`config.mk`:
```
export PLATFORM = sky130hd
export DESIGN_NAME = pipe_adder
export DESIGN_NICKNAME = d
export VERILOG_FILES = /design/src/rtl/pipe_adder_pkg.sv /design/src/rtl/pipe_add_stage.sv /design/src/rtl/pipe_adder.sv
export SDC_FILE = /design/constraint.sdc
export NUM_CORES = 1
export LEC_CHECK = 0
export CAP_MARGIN = 20
export CORE_MARGIN = 3
export CORE_UTILIZATION = 57
export DETAILED_ROUTE_END_ITERATION = 8
export HOLD_SLACK_MARGIN = 0.15
export PLACE_DENSITY_LB_ADDON = 0.05
export SLEW_MARGIN = 10
export SYNTH_ARGS = -nofsm -noshare
export SYNTH_HDL_FRONTEND = slang
export SYNTH_SLANG_ARGS = --single-unit
```
`constraint.sdc`:
```
create_clock -name clk -period 9 [get_ports clk]
set_input_delay 1.8 -clock clk [delete_from_list [all_inputs] [get_ports clk]]
set_output_delay 1.8 -clock clk [all_outputs]
set_load 0.03 [all_outputs]
```
`src/rtl/pipe_adder_pkg.sv`:
```
// Shared constants and types for the pipelined adder/subtractor.
package pipe_adder_pkg;

   localparam int unsigned WIDTH_DEF  = 16;
   localparam int unsigned STAGES_DEF = 4;

   typedef enum logic {
      MODE_ADD = 1'b0,
      MODE_SUB = 1'b1
   } mode_t;

   // Flags produced by each slice; only the final stage's ovf reaches the port.
   typedef struct packed {
      logic carry;
      logic ovf;
   } stage_flags_t;

endpackage

```
`src/rtl/pipe_add_stage.sv`:
```
// One registered SLICE-bit adder slice with valid/load control; operands and
// partial sum travel alongside so later slices see aligned data.
module pipe_add_stage
   import pipe_adder_pkg::*;
#(
   parameter int unsigned WIDTH = WIDTH_DEF,
   parameter int unsigned SLICE = WIDTH_DEF / STAGES_DEF,
   parameter int unsigned K     = 0
) (
   input  logic               clk,
   input  logic               rst,
   input  logic               load,
   input  logic               v_in,
   input  logic [WIDTH-1:0]   a_in,
   input  logic [WIDTH-1:0]   b_in,
   input  logic [WIDTH-1:0]   sum_in,
   input  logic               c_in,
   output logic               valid,
   output logic [WIDTH-1:0]   a_q,
   output logic [WIDTH-1:0]   b_q,
   output logic [WIDTH-1:0]   sum_q,
   output stage_flags_t       flag_q
);

   localparam int unsigned LSB = K * SLICE;

   logic [SLICE:0]     ext_c;
   logic [WIDTH-1:0]   sum_nx_c;
   stage_flags_t       flag_nx_c;

   // Slice add; carry into the slice MSB is recovered from the sum bit.
   always_comb begin
      ext_c    = {1'b0, a_in[LSB +: SLICE]} + {1'b0, b_in[LSB +: SLICE]}
                 + (SLICE+1)'(c_in);
      sum_nx_c = sum_in;
      sum_nx_c[LSB +: SLICE] = ext_c[SLICE-1:0];
      flag_nx_c.carry = ext_c[SLICE];
      flag_nx_c.ovf   = ext_c[SLICE] ^
                        (ext_c[SLICE-1] ^ a_in[LSB+SLICE-1] ^ b_in[LSB+SLICE-1]);
   end

   always_ff @(posedge clk or posedge rst) begin
      if (rst) begin
         valid  <= 1'b0;
         a_q    <= '0;
         b_q    <= '0;
         sum_q  <= '0;
         flag_q <= '0;
      end else if (load) begin
         valid  <= v_in;
         a_q    <= a_in;
         b_q    <= b_in;
         sum_q  <= sum_nx_c;
         flag_q <= flag_nx_c;
      end
   end

endmodule

```
`src/rtl/pipe_adder.sv`:
```
// Pipelined WIDTH-bit adder/subtractor, one SLICE-bit slice per stage, with
// valid/ready flow control and a combinational ready chain.
module pipe_adder
   import pipe_adder_pkg::*;
#(
   parameter int unsigned WIDTH  = WIDTH_DEF,
   parameter int unsigned STAGES = STAGES_DEF
) (
   input  logic               clk,
   input  logic               rst,
   input  logic               in_valid,
   output logic               in_ready,
   input  logic [WIDTH-1:0]   a,
   input  logic [WIDTH-1:0]   b,
   input  logic               cin,
   input  logic               sub,
   output logic               out_valid,
   input  logic               out_ready,
   output logic [WIDTH-1:0]   sum,
   output logic               cout,
   output logic               ovf
);

   localparam int unsigned SLICE = WIDTH / STAGES;

   if (WIDTH < 2) begin : g_bad_width
      $error("pipe_adder: WIDTH must be at least 2");
   end
   if (STAGES == 0 || (WIDTH % STAGES) != 0) begin : g_bad_stages
      $error("pipe_adder: STAGES must divide WIDTH exactly");
   end

   mode_t              mode_c;
   logic [WIDTH-1:0]   b_eff_c;
   logic               carry0_c;

   logic [WIDTH-1:0]   a_in_s   [STAGES];
   logic [WIDTH-1:0]   b_in_s   [STAGES];
   logic [WIDTH-1:0]   sum_in_s [STAGES];
   logic               c_in_s   [STAGES];
   logic               v_in_s   [STAGES];

   logic [WIDTH-1:0]   a_s      [STAGES];
   logic [WIDTH-1:0]   b_s      [STAGES];
   logic [WIDTH-1:0]   sum_s    [STAGES];
   stage_flags_t       flag_s   [STAGES];
   logic [STAGES-1:0]  valid_s;
   logic [STAGES-1:0]  load_c;

   assign mode_c = mode_t'(sub);

   // Subtraction is a + ~b + 1; cin only matters when adding.
   always_comb begin
      b_eff_c  = b;
      carry0_c = cin;
      if (mode_c == MODE_SUB) begin
         b_eff_c  = ~b;
         carry0_c = 1'b1;
      end
   end

   // A stage loads if it, or any stage downstream of it, is empty, or the sink is ready.
   always_comb begin : load_chain
      logic go;
      go     = out_ready;
      load_c = '0;
      for (int k = int'(STAGES) - 1; k >= 0; k--) begin
         go        = go | ~valid_s[k];
         load_c[k] = go;
      end
   end

   for (genvar k = 0; k < int'(STAGES); k++) begin : g_stage
      if (k == 0) begin : g_head
         assign v_in_s[k]   = in_valid;
         assign a_in_s[k]   = a;
         assign b_in_s[k]   = b_eff_c;
         assign sum_in_s[k] = '0;
         assign c_in_s[k]   = carry0_c;
      end else begin : g_body
         assign v_in_s[k]   = valid_s[k-1];
         assign a_in_s[k]   = a_s[k-1];
         assign b_in_s[k]   = b_s[k-1];
         assign sum_in_s[k] = sum_s[k-1];
         assign c_in_s[k]   = flag_s[k-1].carry;
      end

      pipe_add_stage #(
         .WIDTH (WIDTH),
         .SLICE (SLICE),
         .K     (k)
      ) u_stage (
         .clk    (clk),
         .rst    (rst),
         .load   (load_c[k]),
         .v_in   (v_in_s[k]),
         .a_in   (a_in_s[k]),
         .b_in   (b_in_s[k]),
         .sum_in (sum_in_s[k]),
         .c_in   (c_in_s[k]),
         .valid  (valid_s[k]),
         .a_q    (a_s[k]),
         .b_q    (b_s[k]),
         .sum_q  (sum_s[k]),
         .flag_q (flag_s[k])
      );
   end

   assign in_ready  = load_c[0];
   assign out_valid = valid_s[STAGES-1];
   assign sum       = sum_s[STAGES-1];
   assign cout      = flag_s[STAGES-1].carry;
   assign ovf       = flag_s[STAGES-1].ovf;

endmodule

```
After elaboration in Yosys (flattened, before gate mapping)
Cells that the tools add are included.

Bits in registers: 145. Bits of input ports: 38. Logic and storage cells: 41. Output and inout bits: 20.

Multiplexer cells: 2. Bitwise logic cells: 12. Add/subtract/negate cells: 8.

Operators with widths (number): adder 4 x 4 -> 5 bit (4); adder 5 x 1 -> 5 bit (4); 2-to-1 mux 16 bit (1); inverter 16 bit (1); inverter 1 bit (4); OR 1 bit (4); bitwise XOR 1 bit (3); 2-to-1 mux 1 bit (1).

Longest topological paths before layout
Depth in word-level cells: 5. Mapped depth: 8. Gate-level depth less buffers: 8.

By module
From an unflattened synthesis, not the netlist that was laid out.

Cells, all modules: 545. Area, all modules: 8443.1 µm².

By module, submodules not included: pipe_add_stage (g_stage[0].u_stage) (instances 1, cells each 130, area an instance 2064.5 µm², sequential area each 1276.2 µm²); pipe_add_stage (g_stage[1].u_stage) (instances 1, cells each 130, area an instance 2060.7 µm², sequential area each 1276.2 µm²); pipe_add_stage (g_stage[3].u_stage) (instances 1, cells each 130, area an instance 2059.5 µm², sequential area each 1276.2 µm²); pipe_add_stage (g_stage[2].u_stage) (instances 1, cells each 130, area an instance 2052.0 µm², sequential area each 1276.2 µm²); pipe_adder (instances 1, cells each 25, area an instance 206.4 µm², sequential area each 0.0 µm²).

Worst setup path before layout
Ideal clock, no wire load.

Path kind: input to output. Start point: in out_ready. End point: out in_ready. Buffers on the path: 4. Setup slack: 4.481 ns. Cell stages on the path: 7. Arrival: 2.719 ns. Data required time: 7.200 ns. Cell sequence: nor2b_2 buf_4 and3_1 buf_6 nand2_4 buf_6 buf_6.

Cells in the longest elaborated chain, start to end: 4.

RTL lines: start: declaration (RTL line pipe_adder.sv:18) `input logic out_ready,`; OR 1 bit (4 in a row) (RTL line pipe_adder.sv:68) `go = go | ~valid_s[k];`; end: declaration (RTL line pipe_adder.sv:12) `output logic in_ready,`.

No other way between the ends.

Worst setup path after layout
Ends and elaborated chain as after synthesis.

==> out/summary.txt <==
===============================================================================
Status ........................................................... finished clean
Total number of vias .............................................         2677
Number of unique standard cell types used by synthesis ...........           24
Nature of the critical path endpoint .............................  output port
Peak supply drop .................................................       121 uV
Number of failing hold endpoints at the final stage ..............            0
Time the final worst path needs with I/O delays and setup ........      6.71 ns
Count of final max-slew check failures ...........................            0
Share of post-route cells with drive strength above 1 ............        11.5%
Sum of internal, switching and leakage power .....................      1.33 mW
Syn_nets .........................................................          443
Placement Rows ...................................................           31
Fill cells .......................................................          583
Warning count from the yosys run .................................            0
Remaining Overflow, GRT ..........................................            0
Class of the worst hold path .....................................      reg2reg
Final wirelength ................................................. 6950 microns
Required time reported for the critical path endpoint ............      7.20 ns
Final GP Congestion ..............................................        0.753
Final Net Count ..................................................          496
Clock latency reported for the late side of the worst-skew pair ..      0.35 ns
Via count normalized by instance count ...........................         4.95
Start of the worst register-to-register path ..................... g_stage[3].u_stage.valid
Die X-Extent ..................................................... 92.8 microns
Leading cell type in the layout, fill and taps excluded .......... sky130_fd_sc_hd__nand2_1
Top cell type's share of synthesized area ........................        56.5%
Violation count after the first detailed-route iteration .........          136
Storage cell area ................................................   2430 sq um
Cell taking the most area after synthesis ........................ sky130_fd_sc_hd__dfrtp_1
Max Fanout on Critical Path ......................................           45
Post-CTS repair timing setup buffer count ........................            0
Worst reg2reg setup slack ........................................      6.13 ns
RSZ-0062 raised after global routing .............................        false
Kind of critical path ............................................       in2out
TritonRoute pass-1 iters .........................................            4
Average wire per cell in the routed design ....................... 12.9 microns
Cell area after synthesis ........................................   4300 sq um
Worst setup path startpoint ......................................    out_ready
Maximum clock path buffer count ..................................            2
Power density over cell area .....................................  263 nW/um^2
Antenna violations before repair .................................            0
TritonCTS sink count .............................................           97
Worst slew slack as a fraction of its limit ......................        36.3%
Arrival @ worst endpoint .........................................      4.91 ns
Antenna-violating nets left ......................................            0
Destination of the worst register-to-register timing path ........ g_stage[0].u_stage.a_q[10]
Top Ports ........................................................           58
FF+latch count, synth ............................................           97
Kind of start point of the critical path ......................... primary input
GRT Resource Usage Total .........................................        17.3%
Number of cells traversed by the worst register-to-register path .            4
Global-route wire length before repair ........................... 11700 microns
Die Outline Area .................................................   8620 sq um
Number of gates resized after cts ................................            0
Final worst clock skew ...........................................    0.0121 ns
CTS Root Buffer Type ............................................. sky130_fd_sc_hd__clkbuf_8
Max H-tree Level .................................................            3
Maximum number of pins on one net before global-route repair .....           71
Worst slew pin tran ..............................................     0.954 ns
Vertical die dimension ........................................... 92.8 microns
Combined area of the multi-input logic cells .....................   1740 sq um
CTS Hold Bufs ....................................................            0
Estimated wirelength of the detail-placed design ................. 5020 microns
Post-placement worst setup slack .................................      2.20 ns
Ranking of synthesized cells by area ............................. sky130_fd_sc_hd__dfrtp_1 (56%), sky130_fd_sc_hd__nand2_1 (9.6%), sky130_fd_sc_hd__mux2_2 (5.8%), sky130_fd_sc_hd__fa_1 (3.7%), sky130_fd_sc_hd__xnor2_1 (3.7%)
Instance count of the mapped netlist .............................          385
Fmax .............................................................    0.149 GHz
Capture point of the worst path ..................................     in_ready
Starting Density .................................................        58.9%
Area grow syn2layout .............................................        18.2%
Most frequent cells in the layout ................................ sky130_fd_sc_hd__nand2_1 (110), sky130_fd_sc_hd__dfrtp_1 (97), sky130_fd_sc_hd__clkdlybuf4s50_1 (57)
Static leakage power .............................................      2.41 nW
Ant diodes .......................................................            0
Avg Synthesized Cell Area ........................................   11.2 sq um
TritonCTS clock tree .............................................         done
Final setup violating endpoints ..................................            0
Number of input and output port buffers inserted .................           57
Max-cap check violation count ....................................            0
Vias in the first global route ...................................         2551
Sum Neg Setup Slack ..............................................         0 ns
Proportion of synthesized chip area in sequential cells ..........        56.5%
DRC violations left ..............................................            0
Placeable core region ............................................   7290 sq um
CTS clk-pin slew, worst paths ....................................      0.08 ns
Hold wc startpoint ............................................... g_stage[3].u_stage.sum_q[9]
Fraction of the cycle the final worst path needs .................        74.5%
Setup WS post-layout .............................................      2.29 ns
Number of buffers added by the clock tree synthesis step .........            9
===============================================================================
-- cells in the mapped netlist --
library cell	number
sky130_fd_sc_hd__a21o_1	8
sky130_fd_sc_hd__a21oi_1	29
sky130_fd_sc_hd__and3_1	1
sky130_fd_sc_hd__buf_2	5
sky130_fd_sc_hd__buf_4	2
sky130_fd_sc_hd__buf_6	3
sky130_fd_sc_hd__clkbuf_1	7
sky130_fd_sc_hd__dfrtp_1	97
sky130_fd_sc_hd__fa_1	8
sky130_fd_sc_hd__ha_1	12
sky130_fd_sc_hd__inv_1	9
sky130_fd_sc_hd__mux2_2	22
sky130_fd_sc_hd__mux2_4	9
sky130_fd_sc_hd__nand2_1	110
sky130_fd_sc_hd__nand2_4	1
sky130_fd_sc_hd__nand2b_1	5
sky130_fd_sc_hd__nand3_1	1
sky130_fd_sc_hd__nor2_1	21
sky130_fd_sc_hd__nor2b_2	1
sky130_fd_sc_hd__o21ai_0	7
sky130_fd_sc_hd__or2_2	1
sky130_fd_sc_hd__xnor2_1	18
sky130_fd_sc_hd__xnor3_1	1
sky130_fd_sc_hd__xor2_1	7
-- per-layer routing --
layer / GRT usage [%] / share of wire, %
met4: 8.06 / 2.0
met5: 0 / 0
met3: 2.76 / 3.7
met1: 24.2 / 49
met2: 26.7 / 45
-- state kept, by name, summed over array words and instances, names as in the netlist --
name,flops
g_stage.u_stage.b_q,24
g_stage.u_stage.a_q,24
g_stage.u_stage.valid,4
g_stage.u_stage.flag_q,5
g_stage.u_stage.sum_q,40
-- cells by family after synthesis --
| logic type | count (synthesis) | share of synthesized area (%) |
|---|---|---|
| AO/OA/AOI/OAI | 44 | 5.59 |
| XOR/XNOR | 26 | 5.62 |
| adder cells (fa/ha/maj) | 20 | 7.22 |
| buffers and inverters | 26 | 3.12 |
| flip-flops | 97 | 56.5 |
| multiplexers | 31 | 8.91 |
| AND/OR/NAND/NOR | 141 | 13.0 |
-- power by group --
group,internal (mW),switching (mW)
clock network,0.107,0.142
registers,0.560,0.0710
logic,0.223,0.231
-- critical path, stage by stage --
cell	delay (ns)
sky130_fd_sc_hd__clkdlybuf4s50_1	0.43
sky130_fd_sc_hd__nor2b_2	0.57
sky130_fd_sc_hd__and3_1	0.85
sky130_fd_sc_hd__nand2_4	0.51
sky130_fd_sc_hd__clkdlybuf4s50_1	0.73
-- layout make-up --
class / count / share of cell area (%)
clock inverter: 4 / 0.567
clock buffer: 11 / 2.78
sequential: 97 / 47.8
multi-input combinational: 262 / 34.2
timing repair buffer: 59 / 11.5
tap: 99 / 2.44
inverter: 9 / 0.714
-- stage by stage --
| step | hold WS [ns] | utilization (%) | std cells | cell area, sq um |
|---|---|---|---|---|
| finish | 0.468 | 69.6 | 541 | 5080 |
| global route | 0.499 | 69.6 | 541 | 5080 |
| CTS | 0.475 | 69.6 | 541 | 5080 |
| detailed placement | 0.455 | 67.3 | 526 | 4910 |
| global placement | 0.449 | 67.3 | 526 | 4910 |
| floorplan | 0.433 | - | 385 | 4300 |
-- worst min-delay path by stage --
stage / endpoint / cells after the start
finish: g_stage[3].u_stage.sum_q[9] / 2
global route: g_stage[3].u_stage.sum_q[5] / 2
CTS: g_stage[3].u_stage.sum_q[10] / 2
detailed placement: g_stage[3].u_stage.sum_q[0] / 2
global placement: g_stage[3].u_stage.sum_q[8] / 2
floorplan: g_stage[1].u_stage.a_q[12] / 2
Power figures use the tool's default switching activity.
